## src/rtl/nav_pkg.sv

```systemverilog
// Shared navigation codes: run states, maneuver commands, stop drive and error codes.
// Used by the maneuver sequencer and the maneuver executor.
package nav_pkg;

  typedef enum logic [1:0] {
    RUN_INI = 2'b00,
    RUN_EXC = 2'b01,
    RUN_COM = 2'b10,
    RUN_ERR = 2'b11
  } run_t;

  localparam logic [7:0] TURN_LEFT  = 8'h0E;
  localparam logic [7:0] TURN_RIGHT = 8'h0F;
  localparam logic [7:0] STRAIGHT   = 8'h0C;

  localparam logic [4:0] STOP = 5'b00000;

  localparam logic [1:0] ERR_NONE    = 2'b00;
  localparam logic [1:0] ERR_BAD_CMD = 2'b01;
  localparam logic [1:0] ERR_TIMEOUT = 2'b10;

  function automatic logic is_known_cmd(input logic [7:0] cmd);
    return (cmd == TURN_LEFT) || (cmd == TURN_RIGHT) || (cmd == STRAIGHT);
  endfunction

endpackage

```

## src/rtl/sample_confirm.sv

```systemverilog
// Counts consecutive qualifying samples, saturating at CONFIRM; done is raised in the cycle
// the count is (or is about to become) full. No backpressure: every valid sample is consumed.
module sample_confirm #(
  parameter int CONFIRM = 2
) (
  input  logic CLK,
  input  logic RST,
  input  logic valid,
  input  logic qualify,
  input  logic clear,
  output logic done
);

  localparam int CW = $clog2(CONFIRM + 1);
  localparam logic [CW-1:0] FULL = CW'(CONFIRM);
  localparam logic [CW-1:0] LAST = CW'(CONFIRM - 1);

  logic [CW-1:0] cnt;

  always_ff @(posedge CLK or posedge RST) begin
    if (RST) begin
      cnt <= '0;
    end else if (clear) begin
      cnt <= '0;
    end else if (valid) begin
      if (!qualify) begin
        cnt <= '0;
      end else if (cnt != FULL) begin
        cnt <= cnt + CW'(1);
      end
    end
  end

  // Looking ahead at the completing sample lets it win against a timeout in the same cycle.
  assign done = !clear && ((cnt == FULL) || (valid && qualify && (cnt == LAST)));

endmodule

```

## src/rtl/maneuver_executor.sv

```systemverilog
// Runs one latched maneuver (turn or straight) to completion, timeout or bad-command error.
// RUN_FLAG/ERR_CODE registered; MOTOR_CMD follows the state; no backpressure on DIST_VALID.
module maneuver_executor
  import nav_pkg::*;
#(
  parameter int INI_HOLD       = 2,
  parameter int TOL            = 2,
  parameter int CONFIRM        = 2,
  parameter int TIMEOUT_CYCLES = 200_000_000
) (
  input  logic       CLK,
  input  logic       RST,
  input  logic [7:0] COMMAND,
  input  logic [7:0] PATH,
  input  logic [7:0] COMPARE_DISTANCE,
  input  logic [7:0] DIST_FRONT,
  input  logic [7:0] DIST_SIDE,
  input  logic       DIST_VALID,
  input  logic       CLR,
  output logic [1:0] RUN_FLAG,
  output logic [4:0] MOTOR_CMD,
  output logic [1:0] ERR_CODE
);

  localparam logic [31:0] INI_LAST = 32'(INI_HOLD - 1);
  localparam logic [31:0] EXC_LAST = 32'(TIMEOUT_CYCLES - 1);

  run_t        state;
  run_t        state_nxt;
  logic [1:0]  err_q;
  logic [1:0]  err_nxt;
  logic        latch;
  logic [31:0] ini_cnt;
  logic [31:0] exc_cnt;
  logic [4:0]  cmd_q;
  logic [7:0]  path_q;
  logic [7:0]  cmp_q;
  logic [8:0]  side_diff;
  logic [8:0]  side_abs;
  logic        qualify;
  logic        in_exc;
  logic        sample_vld;
  logic        done;

  assign in_exc     = (state == RUN_EXC);
  assign sample_vld = DIST_VALID && in_exc;

  // Side error is taken in 9 bits so the subtraction never wraps.
  always_comb begin
    side_diff = {1'b0, DIST_SIDE} - {1'b0, cmp_q};
    side_abs  = side_diff[8] ? (~side_diff + 9'd1) : side_diff;
    if (cmd_q == STRAIGHT[4:0]) begin
      qualify = (DIST_FRONT <= path_q);
    end else begin
      qualify = (side_abs <= 9'(TOL));
    end
  end

  sample_confirm #(
    .CONFIRM(CONFIRM)
  ) u_confirm (
    .CLK     (CLK),
    .RST     (RST),
    .valid   (sample_vld),
    .qualify (qualify),
    .clear   (!in_exc),
    .done    (done)
  );

  always_comb begin
    state_nxt = state;
    err_nxt   = err_q;
    latch     = 1'b0;
    case (state)
      RUN_INI: begin
        if (ini_cnt == INI_LAST) begin
          latch = 1'b1;
          if (is_known_cmd(COMMAND)) begin
            state_nxt = RUN_EXC;
          end else begin
            state_nxt = RUN_ERR;
            err_nxt   = ERR_BAD_CMD;
          end
        end
      end
      RUN_EXC: begin
        if (done) begin
          state_nxt = RUN_COM;
        end else if (exc_cnt == EXC_LAST) begin
          state_nxt = RUN_ERR;
          err_nxt   = ERR_TIMEOUT;
        end
      end
      RUN_COM: state_nxt = RUN_INI;
      RUN_ERR: begin
        if (CLR) begin
          state_nxt = RUN_INI;
          err_nxt   = ERR_NONE;
        end
      end
      default: state_nxt = RUN_INI;
    endcase
  end

  always_ff @(posedge CLK or posedge RST) begin
    if (RST) begin
      state   <= RUN_INI;
      err_q   <= ERR_NONE;
      ini_cnt <= '0;
      exc_cnt <= '0;
      cmd_q   <= '0;
      path_q  <= '0;
      cmp_q   <= '0;
    end else begin
      state   <= state_nxt;
      err_q   <= err_nxt;
      ini_cnt <= ((state == RUN_INI) && !latch) ? ini_cnt + 32'd1 : '0;
      exc_cnt <= in_exc ? exc_cnt + 32'd1 : '0;
      if (latch) begin
        cmd_q  <= COMMAND[4:0];
        path_q <= PATH;
        cmp_q  <= COMPARE_DISTANCE;
      end
    end
  end

  assign RUN_FLAG  = state;
  assign MOTOR_CMD = in_exc ? cmd_q : STOP;
  assign ERR_CODE  = err_q;

endmodule

```

## config.mk

```make
export PLATFORM = sky130hd
export DESIGN_NAME = maneuver_executor
export DESIGN_NICKNAME = d
export VERILOG_FILES = /design/src/rtl/nav_pkg.sv /design/src/rtl/sample_confirm.sv /design/src/rtl/maneuver_executor.sv
export SDC_FILE = /design/constraint.sdc
export NUM_CORES = 1
export LEC_CHECK = 0
export BUFFER_PORTS_ARGS = -buffer_cell sky130_fd_sc_hd__buf_2
export CORE_ASPECT_RATIO = 1.1
export CORE_UTILIZATION = 59
export DETAILED_ROUTE_END_ITERATION = 8
export GPL_ROUTABILITY_DRIVEN = 0
export MAX_ROUTING_LAYER = met4
export PLACE_DENSITY_LB_ADDON = 0.05
export SKIP_LAST_GASP = 1
export SLEW_MARGIN = 15
export SYNTH_ARGS = -nofsm -noshare
export SYNTH_HDL_FRONTEND = slang
export SYNTH_HIERARCHICAL = 1
export SYNTH_SLANG_ARGS = --single-unit
```

## constraint.sdc

```tcl
create_clock -name CLK -period 4.3 [get_ports CLK]
set_input_delay 0.215 -clock CLK [delete_from_list [all_inputs] [get_ports CLK]]
set_output_delay 0.215 -clock CLK [all_outputs]
set_load 0.05 [all_outputs]
```

==> summary.txt <==
Outcome
  – Status: finished, final reports clean

GRT
  – Number of global-route vias before repair: 3947
  – GRT overflow: 0
  – Initial antenna violation count: 0
  – Global-route wire length before repair: 17300 um
  – All-Layer GR Usage: 24.8%
  – Largest net degree at the start of global routing: roughly 50

Synth
  – Mapped Cells: between 500 and 600
  – Predominant post-synthesis flop cell: dfrtp_1
  – Yosys Warn Count: 6
  – Async SR Flop Fraction: 100%
  – Syn Nets: between 600 and 700
  – Synthesized area: 5130 sq um
  – Synthesized area per cell: roughly 9.5 sq um
  – #FFs+latches synth: 91
  – EDFF count, synth: 0
  – Sequential share of the synthesized area: between 40 and 50%
  – Distinct cells, synth: between 60 and 70

Drt
  – WL/cell: between 10 and 15 um
  – Post-route DRC: 0
  – DR vias/cell: approximately 5.5
  – Via count: 3939
  – Final ANT Viol Nets: 0
  – Iter 0 DRT Violations: ~160
  – Drt first pass iters: 4
  – WL final: between 10000 and 15000 um

Timing
  – Skew final: around 0.013 ns
  – Final count of hold timing violations: 0
  – Final worst slack: approximately 0.73 ns
  – Final worst path period need: ~3.6 ns
  – Slew margin rel.: ~30%
  – TNS Setup: 0 ns
  – Slew Limit Fails: 0
  – Final setup viols: 0
  – RSZ-0062 raised after global routing: false
  – Period Utilization, post-route: between 80% and 90%
  – Max Clk Rate: 280 MHz
  – Slew @ Worst Pin: between 1 and 1.5 ns

Run
  – MaxCap Viol Count: 0

Floorplan
  – Core area: around 8400 sq um
  – Initial Util: between 60% and 70%
  – Row count: 35
  – Die area: 9070 sq um
  – IO Pins: 53
  – Die Y: roughly 100 um
  – Die W: 90.9 um

Clocking
  – Clock buffer count from CTS: 9
  – Clk sinks: between 90 and 100
  – Clock Tree Root: clkbuf_8
  – H-tree levels: 3
  – Post-CTS Setup Bufs: 0
  – Skew-Pair Late Insertion Delay: approximately 0.37 ns
  – CTS tree: done
  – Max clock buf depth: 2
  – Post-CTS Resized: 0
  – Reg clk slew, reported paths: around 0.090 ns

Critical path
  – Launch point of the worst path: cmp_q[0]$_DFFE_PP0P_
  – R2r worst-path depth: 15
  – Crit-path max FO: 3
  – CP cell instances: ha_1 > inv_1 > fa_1 > xnor2_1 > nand3_1 > or4_1 > nor3_1 > o211a_1 > o22ai_1 > o22ai_2 > a31oi_1 > nor2_1 > nor2_1 > a221oi_1 > o21a_1
  – Most used cell, CP: nor2_1
  – CP Capture Type: flip-flop
  – RR Endpoint: RUN_FLAG[1]$_DFFE_PP0P_
  – Critical path required time: approximately 4.6 ns
  – Arrival time worst endpoint: about 3.9 ns
  – Slowest library cell on the worst path: or4_1
  – CP max stage delay: around 0.55 ns
  – Reg2Reg Setup Slack: between 0.7 and 0.8 ns
  – CP endpoint: RUN_FLAG[1]$_DFFE_PP0P_
  – Startpoint Class: flip-flop
  – RR Startpoint: cmp_q[0]$_DFFE_PP0P_
  – Critical path class: reg2reg

Final layout
  – Area Growth Syn to Fin: 11.2%
  – Multi-input logic area: 2650 sq um
  – Most frequent cells in the layout: dfrtp_1 (91), nor2_1 (84), buf_2 (52)
  – Layout cells sized above 1: ~17%
  – Post-route design area: around 5700 sq um
  – Final net count: 660
  – Area occupied by registers: between 2000 and 2500 sq um
  – Commonest non-fill, non-tap cell in the layout: dfrtp_1
  – N_diodes: 0
  – Fillcell total: 699

Power
  – Leak pwr: between 0.002 and 0.0025 uW
  – IR drop worst, VDD: 0.237 mV
  – Pwr Density: approximately 540 nW/um^2

Place
  – Place WS: between 0.8 and 0.9 ns
  – I/O Buffers: 52
  – Detail Placement HPWL: ~7200 um
  – Placed Area: 5480 sq um

Hold path
  – Hold Path Class: in2reg
-- routing by layer --
| layer | vias up | routed length, um | track usage, % |
|---|---|---|---|
| met5 | - | 0 | - |
| met4 | 0 | 246 | 11.2 |
| met3 | 20 | 416 | 3.41 |
| met2 | 95 | 4720 | 40.0 |
| met1 | 1868 | 4640 | 31.5 |
| li1 | 1956 | - | - |
-- area by class of cell --
class	count	area share [%]
Tap cell	111	2.44
Clock buffer	12	2.55
Timing Repair Buffer	57	5.33
Sequential cell	91	39.9
Clock inverter	4	0.878
Multi-Input combinational cell	400	46.5
Inverter	35	2.33
-- cells in the mapped netlist, types with 2 or more instances --
library cell	n	area (sq um)
nor4_1	8	50.1
nor2b_1	2	12.5
nand4b_1	2	17.5
a21oi_1	12	60.1
and3_1	7	43.8
dfrtp_1	91	2280
inv_1	35	131
ha_1	21	263
a31oi_1	2	12.5
nand2_1	42	158
and4_1	5	43.8
o21ai_0	24	120
nor2_2	2	12.5
xor2_1	35	307
or2_1	3	18.8
o22ai_1	2	12.5
nor3_1	11	55.1
clkbuf_1	7	26.3
a21o_1	2	15.0
nand4_1	23	144
nor3b_1	2	15.0
o21a_1	5	37.5
and2_1	7	43.8
or3_1	3	18.8
buf_6	2	22.5
or4_1	4	30.0
nand3b_1	2	15.0
mux2_2	6	67.6
nor2_1	84	315
xnor2_1	28	245
nor3_2	3	30.0
xor2_2	2	32.5
nand3_1	20	100
o22ai_2	2	25.0
-- stage by stage --
stage	total power [uW]	hold slack (ns)	instances	util, %
final	3050	0.0469	710	67.8
after global routing	3270	0.0563	710	67.8
after CTS	3060	0.0410	709	67.7
after detailed placement	2470	0.0959	692	65.2
after global placement	2420	0.0991	692	65.2
after floorplan	2170	-0.0438	539	-
-- power by group --
| part | leakage (uW) | switching, uW | internal [uW] |
|---|---|---|---|
| clock network | 0.0000926 | 300 | 284 |
| logic | 0.00118 | 882 | 511 |
| registers | 0.00122 | 85.0 | 989 |
-- flip-flops by register name, indices dropped and copies added, names as in the netlist --
register,cells
path_q,8
cmd_q,5
RUN_FLAG,2
exc_cnt,32
ini_cnt,32
u_confirm/cnt,2
cmp_q,8
ERR_CODE,2
-- worst max-delay path, delay by kind of cell, from the launching register on --
family / cells / cell delay (ns)
simple gates: 5 / 1.12
compound gates: 6 / 0.92
fa+ha+maj: 2 / 0.66
flops: 1 / 0.36
xor+xnor: 1 / 0.34
buf+inv: 1 / 0.07
-- cells by family after synthesis --
group / synth area share, %
and+or+nand+nor: 24.4
DFF: 44.4
AOI/OAI and AO/OA: 8.66
xor gates and xnor gates: 11.4
buffers and inverters: 3.93
adders and majority gates: 5.51
muxes: 1.73
-- worst min-delay path by stage --
| stage | from | to | slack (ns) | depth (start not counted) |
|---|---|---|---|---|
| floorplan | RST | u_confirm/cnt[0]$_DFFE_PP0P_ | -0.04 | 1 |
| global placement | RST | u_confirm/cnt[0]$_DFFE_PP0P_ | 0.1 | 2 |
| detailed placement | RST | u_confirm/cnt[1]$_DFFE_PP0P_ | 0.1 | 2 |
| CTS | PATH[4] | path_q[4]$_DFFE_PP0P_ | 0.04 | 3 |
| global route | PATH[4] | path_q[4]$_DFFE_PP0P_ | 0.06 | 3 |
| finish | PATH[3] | path_q[3]$_DFFE_PP0P_ | 0.05 | 3 |
-- repair_timing --
action,in CTS,in global routing
setup endpoints to repair,0,0
endpoints found under the hold margin,32,0
hold buffers,1,0
(Power assumes the default switching activity.)
